## config.mk

```make
export PLATFORM = sky130hd
export DESIGN_NAME = uart_tx_sched
export DESIGN_NICKNAME = d
export VERILOG_FILES = /design/src/rtl/decoder_pkg.sv /design/src/rtl/rr_arbiter.sv /design/src/rtl/uart_tx_sched.sv
export SDC_FILE = /design/constraint.sdc
export NUM_CORES = 1
export LEC_CHECK = 0
export CAP_MARGIN = 40
export CELL_PAD_IN_SITES_DETAIL_PLACEMENT = 0
export CELL_PAD_IN_SITES_GLOBAL_PLACEMENT = 2
export CORE_UTILIZATION = 16
export DETAILED_ROUTE_END_ITERATION = 12
export PLACE_DENSITY_LB_ADDON = 0.1
export RECOVER_POWER = 25
export SYNTH_ARGS = -nofsm -noshare
export SYNTH_HDL_FRONTEND = slang
export SYNTH_HIERARCHICAL = 1
export SYNTH_SLANG_ARGS = --single-unit
```

## constraint.sdc

```tcl
create_clock -name clk_i -period 3 [get_ports clk_i]
set_input_delay 0.6 -clock clk_i [delete_from_list [all_inputs] [get_ports clk_i]]
set_output_delay 0.6 -clock clk_i [all_outputs]
set_load 0.005 [all_outputs]
```

## src/rtl/decoder_pkg.sv

```systemverilog
// Shared decoder/UART definitions: word type, scheduler state encoding and the
// default header magic used when a new channel takes the transmitter.
package decoder_pkg;

    typedef logic [31:0] word;

    localparam logic [23:0] UartHdrMagic = 24'hA5_5A_C3;

    typedef enum logic [1:0] {
        IDLE,
        HDR,
        DATA
    } uart_sched_state_t;

endpackage

```

## src/rtl/rr_arbiter.sv

```systemverilog
// Combinational round-robin search: first set bit of mask at or after start,
// wrapping modulo N.
module rr_arbiter #(
    parameter  int N  = 4,
    localparam int IW = $clog2(N)
) (
    input  logic [N-1:0]  mask,
    input  logic [IW-1:0] start,
    output logic [IW-1:0] idx,
    output logic          any
);

    logic [IW:0] pos;

    // Walk from the farthest candidate back to start so the nearest hit wins.
    always_comb begin
        idx = '0;
        any = 1'b0;
        pos = '0;
        for (int k = N - 1; k >= 0; k--) begin
            pos = {1'b0, start} + (IW + 1)'(k);
            if (pos >= (IW + 1)'(N)) begin
                pos = pos - (IW + 1)'(N);
            end
            if (mask[pos[IW-1:0]]) begin
                idx = pos[IW-1:0];
                any = 1'b1;
            end
        end
    end

endmodule

```

## src/rtl/uart_tx_sched.sv

```systemverilog
// Shares one word-oriented UART transmitter between NumReq producer FIFOs,
// round-robin with bounded bursts and a channel header on owner change.
module uart_tx_sched
    import decoder_pkg::*;
#(
    parameter  int          NumReq   = 4,
    parameter  int          BurstMax = 4,
    parameter  bit          HdrEn    = 1'b1,
    parameter  logic [23:0] HdrMagic = UartHdrMagic,
    localparam int          IdxW     = $clog2(NumReq)
) (
    input  logic                   clk_i,
    input  logic                   reset_i,
    input  logic [NumReq-1:0]      req_valid_i,
    input  word  [NumReq-1:0]      req_data_i,
    output logic [NumReq-1:0]      req_pop_o,
    output word                    uart_d_o,
    output logic                   uart_rts_o,
    input  logic                   uart_next_i,
    output logic [IdxW-1:0]        grant_o,
    output logic                   busy_o
);

    localparam int CntW = $clog2(BurstMax + 1);

    uart_sched_state_t state, state_nxt;
    logic [IdxW-1:0]   grant, last_grant, owner;
    logic              owner_vld;
    logic [CntW-1:0]   burst_cnt;

    logic [IdxW-1:0]   arb_start, arb_idx;
    logic              arb_any;
    logic [NumReq-1:0] grant_oh;
    logic              grant_vld, take, other_vld, burst_hit, burst_sat;

    assign arb_start = (int'(last_grant) == NumReq - 1) ? '0 : last_grant + 1'b1;

    rr_arbiter #(.N(NumReq)) u_arb (
        .mask  (req_valid_i),
        .start (arb_start),
        .idx   (arb_idx),
        .any   (arb_any)
    );

    always_comb begin
        grant_oh        = '0;
        grant_oh[grant] = 1'b1;
    end

    assign grant_vld = req_valid_i[grant];
    assign take      = (state == DATA) && uart_next_i && grant_vld;
    assign other_vld = |(req_valid_i & ~grant_oh);
    assign burst_hit = (int'(burst_cnt) + 1 >= BurstMax);
    // Saturating one short of the limit keeps the switch armed for a late competitor.
    assign burst_sat = (int'(burst_cnt) >= BurstMax - 1);

    always_ff @(posedge clk_i) begin
        if (reset_i) begin
            state      <= IDLE;
            grant      <= '0;
            last_grant <= IdxW'(NumReq - 1);
            owner      <= '0;
            owner_vld  <= 1'b0;
            burst_cnt  <= '0;
        end else begin
            state <= state_nxt;
            case (state)
                IDLE: begin
                    if (arb_any) begin
                        grant     <= arb_idx;
                        burst_cnt <= '0;
                    end
                end
                HDR: begin
                    if (uart_next_i) begin
                        owner     <= grant;
                        owner_vld <= 1'b1;
                    end
                end
                DATA: begin
                    if (take) begin
                        last_grant <= grant;
                        if (!burst_sat) begin
                            burst_cnt <= burst_cnt + 1'b1;
                        end
                    end else if (!grant_vld) begin
                        last_grant <= grant;
                    end
                end
                default: ;
            endcase
        end
    end

    always_comb begin
        state_nxt  = state;
        uart_rts_o = 1'b0;
        uart_d_o   = '0;
        req_pop_o  = '0;
        case (state)
            IDLE: begin
                if (arb_any) begin
                    state_nxt = (HdrEn && !(owner_vld && owner == arb_idx)) ? HDR : DATA;
                end
            end
            HDR: begin
                uart_rts_o = 1'b1;
                uart_d_o   = {8'(grant), HdrMagic};
                if (uart_next_i) begin
                    state_nxt = DATA;
                end
            end
            DATA: begin
                uart_rts_o       = grant_vld;
                uart_d_o         = req_data_i[grant];
                req_pop_o[grant] = take;
                if (!grant_vld || (take && burst_hit && other_vld)) begin
                    state_nxt = IDLE;
                end
            end
            default: state_nxt = IDLE;
        endcase
    end

    assign grant_o = grant;
    assign busy_o  = (state != IDLE);

endmodule

```

* Word level (Yosys, flattened, before mapping)
Cells that the tools add are included.
Cells by class: add/subtract/negate cells 10, $lt $le $gt $ge 12, eq/ne operators 10, muxes and demuxes 41, bitwise operators 3, reductions and logical operators 17
Operators by type and width (number):
- $bmux 32 s2 | 1
- $pmux 32 s2 | 1
- $mux 32 | 1
- $mux 2 | 15
- $lt 2x3->1 const B | 5
- $bmux 1 s2 | 5
- $mux 1 | 10
- $ge 3x3->1 const B | 3
- $mux 3 | 3
- $and 4x4->4 | 2
- $ne 2x2->1 const B | 4
- $sub 2x1->2 const B | 4
- $add 2x2->3 const B | 2
- $logic_and 1x1->1 | 6
- $pmux 2 s3 | 1
- $pmux 3 s2 | 1
- $reduce_and 2->1 | 3
- $add 3x1->4 const B | 1
- $eq 2x1->1 const B | 2
- $ge 4x3->1 const B | 1
- $mux 4 | 1
- $ne 2x1->1 const B | 2
- $not 4->4 | 1
- $reduce_and 4->1 | 1
- 16 further kinds | 17
Word-level totals: register bits after elaboration 12, output and inout bits 40, logic and storage cells 99

* Logic depth before layout (Yosys ltp)
Gate-level depths: netlist (run 1).
word-level depth 16, gate-level depth with buffers 10, mapped depth without buffers 10

* Hierarchy
The synthesis (run 1) kept the hierarchy.
Modules (own cells, without submodules):
- uart_tx_sched | times used 1, cells each 184, area each 1760.4 um^2, seq. area each 240.2 um^2
- rr_arbiter | times used 1, cells each 13, area each 77.6 um^2, seq. area each 0.0 um^2

* Worst setup path after synthesis (run 1)
Ideal clock, no wire load.
kind flip-flop to output port, from register grant[0], in the netlist grant_o[0], to output port uart_d_o[24], data arrival time 1520 ps, data required time 2400 ps, setup slack 880 ps, cell stages (with the launch flop) 5, path buffers 2, path through dfxtp_1 -> buf_2 -> buf_2 -> mux4_2 -> a32o_1
On the way: cells in the longest elaborated chain, start to end 3
Ends and longest elaborated chain:
- start, declared | RTL line uart_tx_sched.sv:27 | logic [IdxW-1:0] grant, last_grant, owner;
- start signal, assigned | RTL line uart_tx_sched.sv:70 | grant <= arb_idx;
- $bmux 32 s2 | RTL line uart_tx_sched.sv:115 | uart_d_o = req_data_i[grant];
- $mux 32 (not written as such) | RTL line uart_tx_sched.sv:115
- $pmux 32 s2 (*) | RTL line uart_tx_sched.sv:100 | case (state)
- end, declared | RTL line uart_tx_sched.sv:17 | output word uart_d_o,
Mark *: on every way between the ends. The rest lies on a longest branch, timed or not. The select of a mux whose other input is x is not followed.

* Worst setup path in the final report (run 1)
from input port req_valid_i[2], to output port req_pop_o[2]
On the way: cells in the longest elaborated chain, start to end 5
Ends and longest elaborated chain:
- start, declared | RTL line uart_tx_sched.sv:14 | input logic [NumReq-1:0] req_valid_i,
- $bmux 1 s2 | RTL line uart_tx_sched.sv:50 | assign grant_vld = req_valid_i[grant];
- $mux 1 (not written as such) | RTL line uart_tx_sched.sv:50
- $logic_and 1x1->1 | RTL line uart_tx_sched.sv:51 | assign take = (state == DATA) && uart_next_i && grant_vld;
- $and 4x4->4 (no line)
- $mux 4 | RTL line uart_tx_sched.sv:100
- end, declared | RTL line uart_tx_sched.sv:16 | output logic [NumReq-1:0] req_pop_o,
No other way between the ends. The select of a mux whose other input is x is not followed.

==> run metrics, run 1 <==
status completed; Clock Skew 1.29 ps; io pins approximately 180; Die Span Y 109 um; vias 2,244; pin count of the biggest net entering global routing 34; TritonCTS Buffers 3; hold_ws 466 ps; clk slew on worst S/H paths 40 ps; H-tree level count 1; Max VDD drop 0.307 mV; Placed Cells 508; number of global-route vias before repair 2,330; Clock Tree Root clkbuf_16; RSZ-0062 raised after global routing no; area added between synthesis and finish 111%; Final HPWL DP 7560 um; mux share of post-synthesis cell area 42.1%; Worst Setup SP req_valid_i[2]; Area contributors post-synth mux4_2 40%, dfxtp_1 13%, nand2_1 8.2%; gr usage total 15.2%; Avg WL per Cell 18.1 um; commonest non-fill, non-tap cell in the layout clkdlybuf4s50_1; worst-margin pin slew 690 ps; Die Wd approximately 110 um; final slew viol count 0; Die Area 11,900 sq um; min cycle time layout 2840 ps; Simple-Gate Fraction of Synth Area approximately 25%; post-synthesis sequential area ratio approximately an eighth; top cell type's share of synthesized area about two fifths; antenna violations before repair 0; share of cells above drive strength 1 13.2%; Cell Area, Synth ~1800 sq um; Max Cap Violations 0; Compound-Gate Fraction of Synth Area 9.26%; hold path start owner[0]; Critical Path Fanout Max 5; FMAX 352 MHz; r2r startpoint last_grant[0]; synthesized area per cell between 9 and 10 sq um; first-pass GRT wire length 13,600 um; Setup crit start kind primary input; Via-to-Cell Ratio 4.39; Switching Fraction 35.6%; Logic pwr share 73.0%; post-synthesis cell count approximately 200; Flop pwr share 13.2%; GR Overflow Total 0; Layout Nets roughly 510; Core Box Area around 11,000 sq um; IO buf count 174; largest family of logic cells by synthesized area multiplexers; Routed WL between 9000 and 10,000 um; Core Util, Final a little over a third; Lkg Pwr approximately 1.4 nW; Synth cell types 34; Worst slew margin 53.6%; row count 38; DRC viols 0; maximum buffer depth of the clock tree 2; clk_lat worst skew around 230 ps; DR iter-0 viols 90; Crit Path Class in -> out; clock network power share 13.8%; GP Congestion 0.721; most frequent cells in the layout 170 x clkdlybuf4s50_1, 40 x nand2_1, 33 x mux4_2, 18 x and2_1, 11 x dfxtp_1; Initial Util 16.7%; Hold Crit Class reg -> reg; P_sw 0.608 mW; setup violators final 0; # diodes 0; WP data arrival between 2000 and 2500 ps; Sink Count 12; CTS Hold Bufs 0; WP data required 2400 ps; Post-Synth XOR/XNOR Area 0.953%; CTS tree yes; PD cells 441 nW/um^2; Synth Net Count 338; crit end category output pin; post-layout instance count excluding filler cells 511; final hold vios 0; ANT nets after route 0; Synth area leader mux4_2; register bit total from synthesis 12; post-synthesis adder-cell area fraction 4.08%; Final Cycle Share 94.7%; Internal Dissipation 1.10 mW; Synth warnings 6; TNS Setup 0 ps; TritonRoute pass-1 iters 4
[state kept, by name, summed over array words and instances, names as in the netlist]
signal and count:
last_grant 2, grant_o 2, state 2, burst_cnt 3
owner 2, owner_vld 1
[power by group through the flow]
| stage | Combinational, mW | Sequential, mW | Clock (mW) |
|---|---|---|---|
| after CTS | 1.29 | 0.227 | 0.248 |
| after global routing | 1.37 | 0.231 | 0.257 |
| after floorplan | 0.662 | 0.208 | 0 |
| final | 1.25 | 0.225 | 0.236 |
| after global placement | 1.29 | 0.231 | 0 |
| after detailed placement | 1.28 | 0.229 | 0 |
[per-stage QoR]
stage | cell area, sq um | power [mW] | setup WS, ps
after floorplan | 1840 | 0.871 | 880
after global placement | 3810 | 1.52 | -28.2
after detailed placement | 3810 | 1.51 | -61.8
after CTS | 3890 | 1.76 | 6.23
after global routing | 3880 | 1.86 | 31.0
final | 3880 | 1.71 | 158
[critical path: stages]
cell and delay [ps]:
clkdlybuf4s50_1 490, mux4_2 300, nand3_4 100, nor3b_1 210, clkdlybuf4s50_1 530
[synth_stat cells (all sizes together)]
master / n
mux2i: 2
a21boi: 1
a221oi: 1
clkbuf: 10
a32oi: 1
nor2: 9
or2: 1
nand2: 40
nand2b: 4
and2: 19
o21ai: 4
nor2b: 2
xnor2: 2
o21a: 1
nand3: 7
dfxtp: 12
mux4: 33
or4: 2
a211oi: 2
o31ai: 2
and3: 1
mux2: 1
nor4: 1
buf: 6
nor3: 2
inv: 8
a32o: 2
a21oi: 9
ha: 6
a211o: 2
nor3b: 4
[timing repair]
action,4_1_cts,5_1_grt
resized for setup,1,3
setup endpoints to repair,1,1
pin swaps,0,1
setup buffers,0,0
[logic make-up after synthesis]
| kind of cell | Yosys count |
|---|---|
| simple gates | 92 |
| mux | 36 |
| compound gates | 25 |
| buf+inv | 24 |
| flops | 12 |
| fa+ha+maj | 6 |
| xor+xnor | 2 |
[cell type report]
type,instances,area (sq um)
Timing Repair Buffer,187,1860
Multi-Input combinational cell,161,1490
Tap cell,140,175
Inverter,8,30.0
Sequential cell,12,241
Clock buffer,3,75.1
Fill cell,1152,7150
[routing by layer]
layer / track usage (%) / wire [um] / vias to the layer above
met5: 0 / 0 / -
met4: 2.29 / 34 / 0
met3: 2.93 / 838 / 2
met2: 28.9 / 4650 / 85
met1: 17.7 / 3730 / 1070
li1: - / - / 1087
[worst paths after layout]
kind	end	slack, ps	depth (start not counted)
worst min-delay path	owner[0]	470	2
worst max-delay path	req_pop_o[2]	160	5
worst max register to register	state[1]	690	9
worst min register to register	owner[0]	470	2
Note: power is estimated with default switching activity, not from simulation.
==> inputs of run 2 (changes only) <==
--- a/config.mk
+++ b/config.mk
@@ -12,2 +12,3 @@
 export DETAILED_ROUTE_END_ITERATION = 12
+export GPL_TIMING_DRIVEN = 0
 export PLACE_DENSITY_LB_ADDON = 0.1
--- a/constraint.sdc
+++ b/constraint.sdc
@@ -3,2 +3,2 @@
 set_output_delay 0.6 -clock clk_i [all_outputs]
-set_load 0.005 [all_outputs]
+set_load 0.05 [all_outputs]
==> run metrics, run 2 (synthesis results as in run 1) <==
Core Util, Final 34.1%; setup violators final 0; Die Wd ~110 um; Sequential Area 240 sq um; Max VDD drop roughly 0.41 mV; Initial Util 16.7%; most frequent cells in the layout 132 x clkdlybuf4s50_1, 40 x nand2_1, 33 x mux4_2, 23 x clkbuf_2, 18 x and2_1; biggest cell delay along the critical path ~570 ps; Hold Crit Class reg -> reg; IO buf count between 150 and 200; number of global-route vias before repair 2,357; Final HPWL DP 7590 um; GP Congestion a little over 0.7; GR Overflow Total 0; vias around 2,300; TritonRoute pass-1 iters 4; Max Cap Violations 0; CTS resizes 72; Routed WL 9160 um; commonest non-fill, non-tap cell in the layout clkdlybuf4s50_1; largest register by flop count burst_cnt; Via-to-Cell Ratio 4.44; antenna violations before repair 0; min cycle time layout just under 3000 ps; RSZ-0062 raised after global routing no; row count 38; Largest register FFs 3; crit end category output pin; final hold vios 0; Logic pwr share just under 80%; Crit Path Class in -> out; area added between synthesis and finish 104%; ANT nets after route 0; Core Box Area 11,000 sq um; DRC viols 0; Sink Count 12; PD cells approximately 550 nW/um^2; Worst slew margin between 60% and 70%; Post-CTS Setup Bufs 0; Critical Path Fanout Max 5; # fillers approximately 1,200; slowest CP cell mux4_2; final slew viol count 0; Cell Chain, Critical Path clkdlybuf4s50_1 > mux4_2 > nand3_2 > inv_1 > and3_1 > clkbuf_2; Final Cycle Share between 90 and 100%; share of cells above drive strength 1 21.1%; clk_lat worst skew 240 ps; FMAX 347 MHz; Avg WL per Cell 17.8 um; Flop pwr share 10.1%; Clock Tree Root clkbuf_16; Internal Dissipation 1.01 mW; Lkg Pwr 1.46 nW; DR iter-0 viols just under 60; Die Span Y 109 um; clk slew on worst S/H paths 40 ps; Clock Skew 1.62 ps; io pins around 180; multi-input logic area 1490 sq um; Bufs and invs on worst path 3; WP data required 2400 ps; gr usage total 15.0%; first-pass GRT wire length 13,400 um; dpl ws -504 ps; # diodes 0; maximum buffer depth of the clock tree 2; WP data arrival 2280 ps; pin count of the biggest net entering global routing 11; TritonCTS Buffers 3; CTS Hold Bufs 0; Layout Nets 517; status completed; Setup crit start kind primary input; worst-margin pin slew 584 ps; H-tree level count 1; clock network power share 11.8%; PnR worst setup slack 118 ps; P_sw 1.05 mW; TNS Setup 0 ps; CTS tree yes; Switching Fraction 51.0%; CP top delay family buffers and inverters; Die Area about 12,000 sq um
-- run 2: changes by cell type in the layout (fill, tap and decap cells not counted), sizes merged --
cell and change:
clkdlybuf4s15 +15, clkdlybuf4s50 -38, buf -4, clkbuf +26, dlygate4sd3 +1, dlygate4sd2 +3
-- run 2: area by class of cell --
| type | count | share of cell area, % |
|---|---|---|
| plain buffers | 16 | 2.20 |
| clock buffers | 3 | 2.00 |
| well taps | 140 | 4.66 |
| inverters | 8 | 0.799 |
| multi-input cells | 161 | 39.7 |
| repair buffers | 174 | 44.3 |
| flip-flops and latches | 12 | 6.39 |
-- run 2: power by group through the flow --
| stage | sequential, mW | clock, mW | combinational, mW |
|---|---|---|---|
| 4_1_cts | 0.208 | 0.253 | 1.65 |
| 6_report | 0.208 | 0.242 | 1.61 |
| 5_1_grt | 0.212 | 0.260 | 1.73 |
| 3_5_place_dp | 0.211 | 0 | 1.70 |
| 2_1_floorplan | 0.232 | 0 | 1.08 |
| 3_3_place_gp | 0.212 | 0 | 1.71 |
-- run 2: routing by layer --
metal | wire length [um] | vias up | track usage [%] | part of all wire, %
li1 | - | 1098 | - | -
met1 | 3780 | 1085 | 17.3 | 41
met2 | 4440 | 90 | 27.8 | 49
met3 | 848 | 7 | 3.47 | 9.3
met4 | 94 | 0 | 3.05 | 1.0
met5 | 0 | - | 0 | 0
-- run 2: final timing paths --
path / from / end / slack [ps] / cells after the start
setup reg to reg: last_grant[0] / state[1] / 820 / 8
setup / recovery: req_valid_i[0] / req_pop_o[3] / 120 / 6
hold / removal: owner_vld / owner_vld / 470 / 2
hold reg to reg: owner_vld / owner_vld / 470 / 2
-- run 2: worst reg2reg max path, cell delays in order, from the launching register on --
cell and delay (ps):
dfxtp_1 320, ha_1 360, mux2i_1 150, a211oi_2 340
xnor2_1 160, nand3_1 110, o21a_1 180, or4_1 400
o31ai_1 70
-- run 2: stage by stage --
step / instances / power, mW / hold slack, ps / instance area, sq um
2_1_floorplan: 197 / 1.31 / 436 / 1840
3_3_place_gp: 511 / 1.92 / 459 / 3750
3_5_place_dp: 511 / 1.91 / 464 / 3750
4_1_cts: 514 / 2.11 / 470 / 3830
5_1_grt: 514 / 2.20 / 491 / 3760
6_report: 514 / 2.06 / 473 / 3760
==> inputs of run 3 (changes only) <==
Settings changed: HOLD_SLACK_MARGIN from default to 0.02.
==> results of run 3 <==
Same layout as run 2: the final DEF is identical, and so are final timing and power.
